--- config.mk ---
export PLATFORM = sky130hd
export DESIGN_NAME = fetch_pc_gen_flat
export DESIGN_NICKNAME = d
export VERILOG_FILES = /design/src/rtl/fetch_pc_gen_pkg.sv /design/src/rtl/fetch_pc_gen_if.sv /design/src/rtl/fetch_buf.sv /design/src/rtl/fetch_pc_gen.sv /design/src/flat_wrapper.sv
export SDC_FILE = /design/constraint.sdc
export NUM_CORES = 1
export LEC_CHECK = 0
export BUFFER_PORTS_ARGS = -buffer_cell sky130_fd_sc_hd__buf_2
export CELL_PAD_IN_SITES_DETAIL_PLACEMENT = 0
export CELL_PAD_IN_SITES_GLOBAL_PLACEMENT = 1
export CORE_ASPECT_RATIO = 0.5
export CORE_MARGIN = 2
export CORE_UTILIZATION = 36
export CTS_CLUSTER_DIAMETER = 40
export DETAILED_ROUTE_END_ITERATION = 7
export PLACE_DENSITY_LB_ADDON = 0.1
export SKIP_LAST_GASP = 1
export SLEW_MARGIN = 25
export SYNTH_ARGS = -nofsm -noshare
export SYNTH_HDL_FRONTEND = slang
export SYNTH_SLANG_ARGS = --single-unit
--- constraint.sdc ---
create_clock -name clk -period 3 [get_ports clk]
set_input_delay 0.3 -clock clk [delete_from_list [all_inputs] [get_ports clk]]
set_output_delay 0.3 -clock clk [all_outputs]
set_load 0.02 [all_outputs]
--- src/rtl/fetch_pc_gen_pkg.sv ---
// Shared types and constants for the instruction-fetch PC generator.
// Redirect sources are ranked oldest-first: execute (jalr, branch) beats decode (jal).
package fetch_pc_gen_pkg;

  localparam logic [31:0] DEFAULT_RESET_PC = 32'h0000_0000;
  localparam logic [31:0] INST_BYTES       = 32'd4;

  typedef enum logic [1:0] {
    IDLE,
    BUSY,
    DROP
  } state_e;

  // Higher encoding value means higher redirect priority.
  typedef enum logic [1:0] {
    SEL_NONE = 2'd0,
    SEL_JAL  = 2'd1,
    SEL_BR   = 2'd2,
    SEL_JALR = 2'd3
  } redir_sel_e;

  function automatic redir_sel_e redir_select(input logic jalr,
                                              input logic br_taken,
                                              input logic jal);
    redir_sel_e sel;
    sel = SEL_NONE;
    if (jalr)          sel = SEL_JALR;
    else if (br_taken) sel = SEL_BR;
    else if (jal)      sel = SEL_JAL;
    return sel;
  endfunction

endpackage

--- src/rtl/fetch_pc_gen_if.sv ---
// Instruction-memory request/response bus plus the fetch-to-decode handshake.
// master = fetch_pc_gen; slave = memory and decode side.
interface fetch_pc_gen_if;

  logic        imem_req;
  logic [31:0] imem_addr;
  logic        imem_ack;
  logic [31:0] imem_rdata;

  logic        if_valid;
  logic        if_ready;
  logic [31:0] if_pc;
  logic [31:0] if_inst;

  modport master (
    output imem_req, imem_addr, if_valid, if_pc, if_inst,
    input  imem_ack, imem_rdata, if_ready
  );

  modport slave (
    input  imem_req, imem_addr, if_valid, if_pc, if_inst,
    output imem_ack, imem_rdata, if_ready
  );

endinterface

--- src/rtl/fetch_buf.sv ---
// One-entry valid/ready holding register between fetch and decode.
// Flush wins over load so a redirect never lets a wrong-path instruction through.
module fetch_buf (
  input  logic        clk,
  input  logic        rst,
  input  logic        load,
  input  logic        flush,
  input  logic [31:0] load_pc,
  input  logic [31:0] load_inst,
  input  logic        ready,
  output logic        valid,
  output logic [31:0] pc,
  output logic [31:0] inst
);

  // NOTE: non-blocking assignments keep every register reading pre-edge values, so block order never matters.
  always_ff @(posedge clk) begin
    if (rst) begin
      valid <= 1'b0;
      // NOTE: the payload registers are reset as well so decode sees zeros, not X, straight out of reset.
      pc    <= 32'h0;
      inst  <= 32'h0;
    end else if (flush) begin
      valid <= 1'b0;
    end else if (load) begin
      valid <= 1'b1;
      pc    <= load_pc;
      inst  <= load_inst;
    end else if (valid && ready) begin
      valid <= 1'b0;
    end
  end

endmodule

--- src/rtl/fetch_pc_gen.sv ---
// Fetch PC generator: owns the fetch PC, keeps one imem request outstanding,
// applies jalr/branch/jal redirects and discards the wrong-path response.
module fetch_pc_gen
  import fetch_pc_gen_pkg::*;
#(
  parameter logic [31:0] RESET_PC = DEFAULT_RESET_PC
) (
  input  logic           clk,
  input  logic           rst,
  input  logic           jal,
  input  logic [31:0]    jpc,
  input  logic           jalr,
  input  logic [31:0]    jrpc,
  input  logic           br_taken,
  input  logic [31:0]    bpc,
  fetch_pc_gen_if.master bus,
  output logic           misalign
);

  state_e      state;
  logic [31:0] pc;
  logic [31:0] req_addr;

  redir_sel_e  sel;
  logic        redirect;
  logic [31:0] raw_target;
  logic [31:0] target;
  logic [31:0] pc_seq;
  logic        buf_load;

  // NOTE: every always_comb output gets a default first so no path leaves it unassigned (no latch).
  always_comb begin
    sel        = redir_select(jalr, br_taken, jal);
    redirect   = (sel != SEL_NONE);
    raw_target = jpc;
    case (sel)
      SEL_JALR: raw_target = jrpc;
      SEL_BR:   raw_target = bpc;
      default:  raw_target = jpc;
    endcase
    target = {raw_target[31:2], 2'b00};
  end

  assign pc_seq = pc + INST_BYTES;

  // imem_addr only muxes registers; imem_req looks at if_ready and redirect but never at imem_ack.
  always_comb begin
    bus.imem_req  = 1'b0;
    bus.imem_addr = pc;
    case (state)
      IDLE: bus.imem_req = !rst && !redirect && (!bus.if_valid || bus.if_ready);
      BUSY, DROP: begin
        bus.imem_req  = !rst;
        bus.imem_addr = req_addr;
      end
      default: bus.imem_req = 1'b0;
    endcase
  end

  // A response is kept only for a right-path request; DROP data is always thrown away.
  assign buf_load = bus.imem_ack && !redirect &&
                    (((state == IDLE) && bus.imem_req) || (state == BUSY));

  fetch_buf u_fetch_buf (
    .clk       (clk),
    .rst       (rst),
    .load      (buf_load),
    .flush     (redirect),
    .load_pc   (bus.imem_addr),
    .load_inst (bus.imem_rdata),
    .ready     (bus.if_ready),
    .valid     (bus.if_valid),
    .pc        (bus.if_pc),
    .inst      (bus.if_inst)
  );

  always_ff @(posedge clk) begin
    if (rst) begin
      state    <= IDLE;
      pc       <= RESET_PC;
      req_addr <= RESET_PC;
      misalign <= 1'b0;
    end else begin
      misalign <= redirect && (raw_target[1:0] != 2'b00);
      case (state)
        IDLE: begin
          if (redirect) begin
            pc <= target;
          end else if (bus.imem_req) begin
            req_addr <= pc;
            if (bus.imem_ack) pc    <= pc_seq;
            else              state <= BUSY;
          end
        end
        BUSY: begin
          if (bus.imem_ack) begin
            pc    <= redirect ? target : pc_seq;
            state <= IDLE;
          end else if (redirect) begin
            pc    <= target;
            state <= DROP;
          end
        end
        DROP: begin
          // pc already points at the redirect target; only the stale response remains.
          if (redirect)     pc    <= target;
          if (bus.imem_ack) state <= IDLE;
        end
        default: state <= IDLE;
      endcase
    end
  end

  a_addr_stable: assert property (@(posedge clk) disable iff (rst)
    (bus.imem_req && !bus.imem_ack) |=> (bus.imem_req && $stable(bus.imem_addr)));

  a_no_overwrite: assert property (@(posedge clk) disable iff (rst)
    buf_load |-> (!bus.if_valid || bus.if_ready));

endmodule

--- src/flat_wrapper.sv ---
// flat-port wrapper written by rule: the top's interface ports become plain ports
module fetch_pc_gen_flat import fetch_pc_gen_pkg::*;
#(
  parameter logic [31:0] RESET_PC = DEFAULT_RESET_PC
)
  (clk, rst, jal, jpc, jalr, jrpc, br_taken, bpc, misalign, bus_imem_req, bus_imem_addr, bus_if_valid, bus_if_pc, bus_if_inst, bus_imem_ack, bus_imem_rdata, bus_if_ready);
  fetch_pc_gen_if bus_i ();
  input  logic clk;
  input  logic rst;
  input  logic jal;
  input  logic [31:0] jpc;
  input  logic jalr;
  input  logic [31:0] jrpc;
  input  logic br_taken;
  input  logic [31:0] bpc;
  output logic misalign;
  output wire logic [$bits(bus_i.imem_req)-1:0] bus_imem_req;
  output wire logic [$bits(bus_i.imem_addr)-1:0] bus_imem_addr;
  output wire logic [$bits(bus_i.if_valid)-1:0] bus_if_valid;
  output wire logic [$bits(bus_i.if_pc)-1:0] bus_if_pc;
  output wire logic [$bits(bus_i.if_inst)-1:0] bus_if_inst;
  input wire logic [$bits(bus_i.imem_ack)-1:0] bus_imem_ack;
  input wire logic [$bits(bus_i.imem_rdata)-1:0] bus_imem_rdata;
  input wire logic [$bits(bus_i.if_ready)-1:0] bus_if_ready;
  assign bus_imem_req = bus_i.imem_req;
  assign bus_imem_addr = bus_i.imem_addr;
  assign bus_if_valid = bus_i.if_valid;
  assign bus_if_pc = bus_i.if_pc;
  assign bus_if_inst = bus_i.if_inst;
  assign bus_i.imem_ack = bus_imem_ack;
  assign bus_i.imem_rdata = bus_imem_rdata;
  assign bus_i.if_ready = bus_if_ready;
  fetch_pc_gen #(.RESET_PC(RESET_PC)) u_core (.clk(clk), .rst(rst), .jal(jal), .jpc(jpc), .jalr(jalr), .jrpc(jrpc), .br_taken(br_taken), .bpc(bpc), .bus(bus_i), .misalign(misalign));
endmodule
==> summary.md <==
| Metric | Value |
|---|---|
| Share of layout cells above drive strength 1 | 30.2% |
| Worst min path class | input port to flip-flop |
| Met1 wire length | 12.7 mm |
| Port Buffer Count | 233 |
| Largest net degree at the start of global routing | 136 |
| Worst EP arrival | 2.42 ns |
| Worst hold slack | 0.112 ns |
| Final WS setup | 0.283 ns |
| CP Max Fanout | 35 |
| Async S/R FF share, synth | 0% |
| Pleak | roughly 3.7 nW |
| Die height | 101 um |
| Final HPWL DP | ~18 mm |
| PwrDens | 737 nW/um2 |
| Initial antenna violation count | 1 |
| WL met2 | 10.3 mm |
| Setup TNS | 0 ns |
| Pre-CTS WS | 0.376 ns |
| Sequential-to-total area share from yosys stat | 38.7% |
| H-tree levels | 4 |
| Clk sink count | between 100 and 150 |
| Vias in the first global route | between 6000 and 7000 |
| DRC violations left | 0 |
| Layout area overhead | 29.6% |
| Post-synth top cells | nand2_1 (183), dfxtp_1 (132), nor2_1 (101) |
| Final non-filler cell total | 1384 |
| Flop pwr share | between 30% and 40% |
| Routed wl met3 | 2.51 mm |
| Worst slew margin | 39.2% |
| P_int | 3.93 mW |
| Yosys warnings | 0 |
| Status | finished clean |
| Area leader, netlist | dfxtp_1 |
| Max layer used | met5 |
| Final setup fails | 0 |
| # nets final | around 1300 |
| Fin area | 8840 um2 |
| RSZ-0062 raised after global routing | false |
| N_diodes | 0 |
| Yosys top cell area share | between 30% and 40% |
| Syn Inst Count | 908 |
| Via count | between 7000 and 8000 |
| TritonCTS clock tree | done |
| Number of synthesized flops with an enable pin | 0 |
| Routed wire length | 25.8 mm |
| Comb pwr share | 34.1% |
| Most frequent cell after synthesis | nand2_1 |
| Placed Cells | 1352 |
| Drt pass-1 iters | 5 |
| Maximum clock rate | 368 MHz |
| Cell area after synthesis | approximately 6800 um2 |
| Antenna Nets Post-Route | 0 |
| Post-CTS Resized | 0 |
| Initial core utilization | 36.9% |
| Worst VDD drop | 0.000365 V |
| Final Hold Viols | 0 |
| Pins Over Slew Limit | 0 |
| Skew-Pair Late Insertion Delay | 0.42 ns |
| # hold bufs at CTS | 0 |
| First-pass GRT wire length | a little under 40 mm |
| Post-Syn Nets | 1049 |
| Seq cells post-synth | roughly 130 |
| Clk_skew | 0.0107 ns |
| Total track usage | between 20 and 30% |
| Row cnt | 35 |
| I/O pin count | ~230 |
| DR iter-0 viols | 660 |
| Post-Place Cell Area | around 8300 um2 |
| CP Class | flip-flop to output port |
| Post-layout util | between 40% and 50% |
| Fill count | 1913 |
| Core footprint | approximately 18000 um2 |
| Syn Area/Cell | 7.51 um2 |
| Synth Flop Type | dfxtp_1 |
| Routed WL per cell | about 19 um |
| Worst-Margin Slew | 0.889 ns |
| Via-to-Cell Ratio | 5.39 |
| CP endpoint kind | output port |
| FF-to-FF setup slack | 0.32 ns |
| Total Power | 6.51 mW |
| Min Tclk post-route | 2.72 ns |
| DIE WIDTH | ~200 um |
| Placer's final routability congestion estimate | just under 0.9 |
| Synth top area cells | dfxtp_1 (39%), nand2_1 (10%), a21oi_1 (7.2%) |
| GRT Residual Overflow | 0 |
| Sw frac | 39.7% |
| Post-CTS setup buffer count | 0 |
| CTS Buf Count | 17 |
| Final worst path period share | 90.6% |
| Clock share of power | 31.2% |
| Clk slew on worst S/H paths | 0.06 ns |
| Clock Tree Buf Depth | 2 |
| Net Sw Power | 2.58 mW |
| Die ar. | 20100 um2 |
| Setup crit start kind | flip-flop |
| Root Buffer | clkbuf_16 |
| Total of max-cap violations | 0 |
| Critical Path RT | 2.70 ns |
| Distinct cells, synth | a little under 70 |
## cell usage in the layout, fill, tap and decap left out, types with 7 or more instances in the layout
cell type,count
clkbuf_16,17
inv_1,8
o22ai_1,17
nand3_1,12
o31ai_1,7
o211ai_1,7
o21ai_0,35
nor4_1,10
nand4_1,13
mux2_2,32
a311oi_1,7
nor2_1,101
a211oi_1,14
buf_4,25
a21oi_1,98
dfxtp_1,132
nand2_1,183
buf_2,232
nor3_1,44
## state kept, by name (all words and copies together), names as in the netlist
signal and flops:
u_core.misalign 1, u_core.pc 32, u_core.req_addr 32, u_core.state 2, u_core.u_fetch_buf.inst 32, u_core.u_fetch_buf.pc 32
u_core.u_fetch_buf.valid 1
## worst max-delay path, stage by stage (launching register included)
cell     delay [ns]
dfxtp_1        0.38
inv_1          0.09
ha_1           0.43
buf_4          0.45
mux2_2         0.43
buf_2          0.18
## cell type report
cell class,instances,area (um2),area share (%)
clock inverters,13,123,1.39
clock buffers,19,443,5.01
multi-input cells,693,3870,43.8
well taps,259,324,3.67
repair buffers,260,1410,15.9
flip-flops and latches,132,2640,29.9
inverters,8,30.0,0.340
## layer usage
layer,vias to the layer above,GRT usage (%)
met4,2,5.63
met2,310,36.3
met5,-,0
li1,3640,-
met1,3483,36.5
met3,20,7.66
## power by group through the flow
stage	registers (mW)	logic [mW]	clock network, mW
final	2.26	2.22	2.03
after global routing	2.29	2.39	2.15
after CTS	2.24	2.21	2.08
after detailed placement	2.28	2.19	0
after global placement	2.27	2.19	0
after floorplan	2.18	1.40	0
## worst paths after layout
kind | start | endpoint | cells past startpoint
max | u_core.state[0]$_SDFFE_PP0P_ | bus_imem_addr[31] | 5
min | bus_imem_rdata[31] | u_core.u_fetch_buf.inst[31]$_SDFFE_PP0P_ | 3
max reg2reg | u_core.state[0]$_SDFFE_PP0P_ | u_core.pc[17]$_SDFFE_PP0P_ | 7
min reg2reg | u_core.u_fetch_buf.inst[24]$_SDFFE_PP0P_ | u_core.u_fetch_buf.inst[24]$_SDFFE_PP0P_ | 2
## logic make-up (layout without fill, tap and decap cells)
group,after synthesis,after routing,synth area share [%]
AND/OR/NAND/NOR,411,411,27.1
AO/OA/AOI/OAI,238,238,22.1
flip-flops,132,132,38.7
buffers and inverters,83,300,4.79
multiplexers,37,37,6.02
adder cells (fa/ha/maj),6,6,1.10
XOR/XNOR,1,1,0.128
Power figures use the tool's default switching activity.
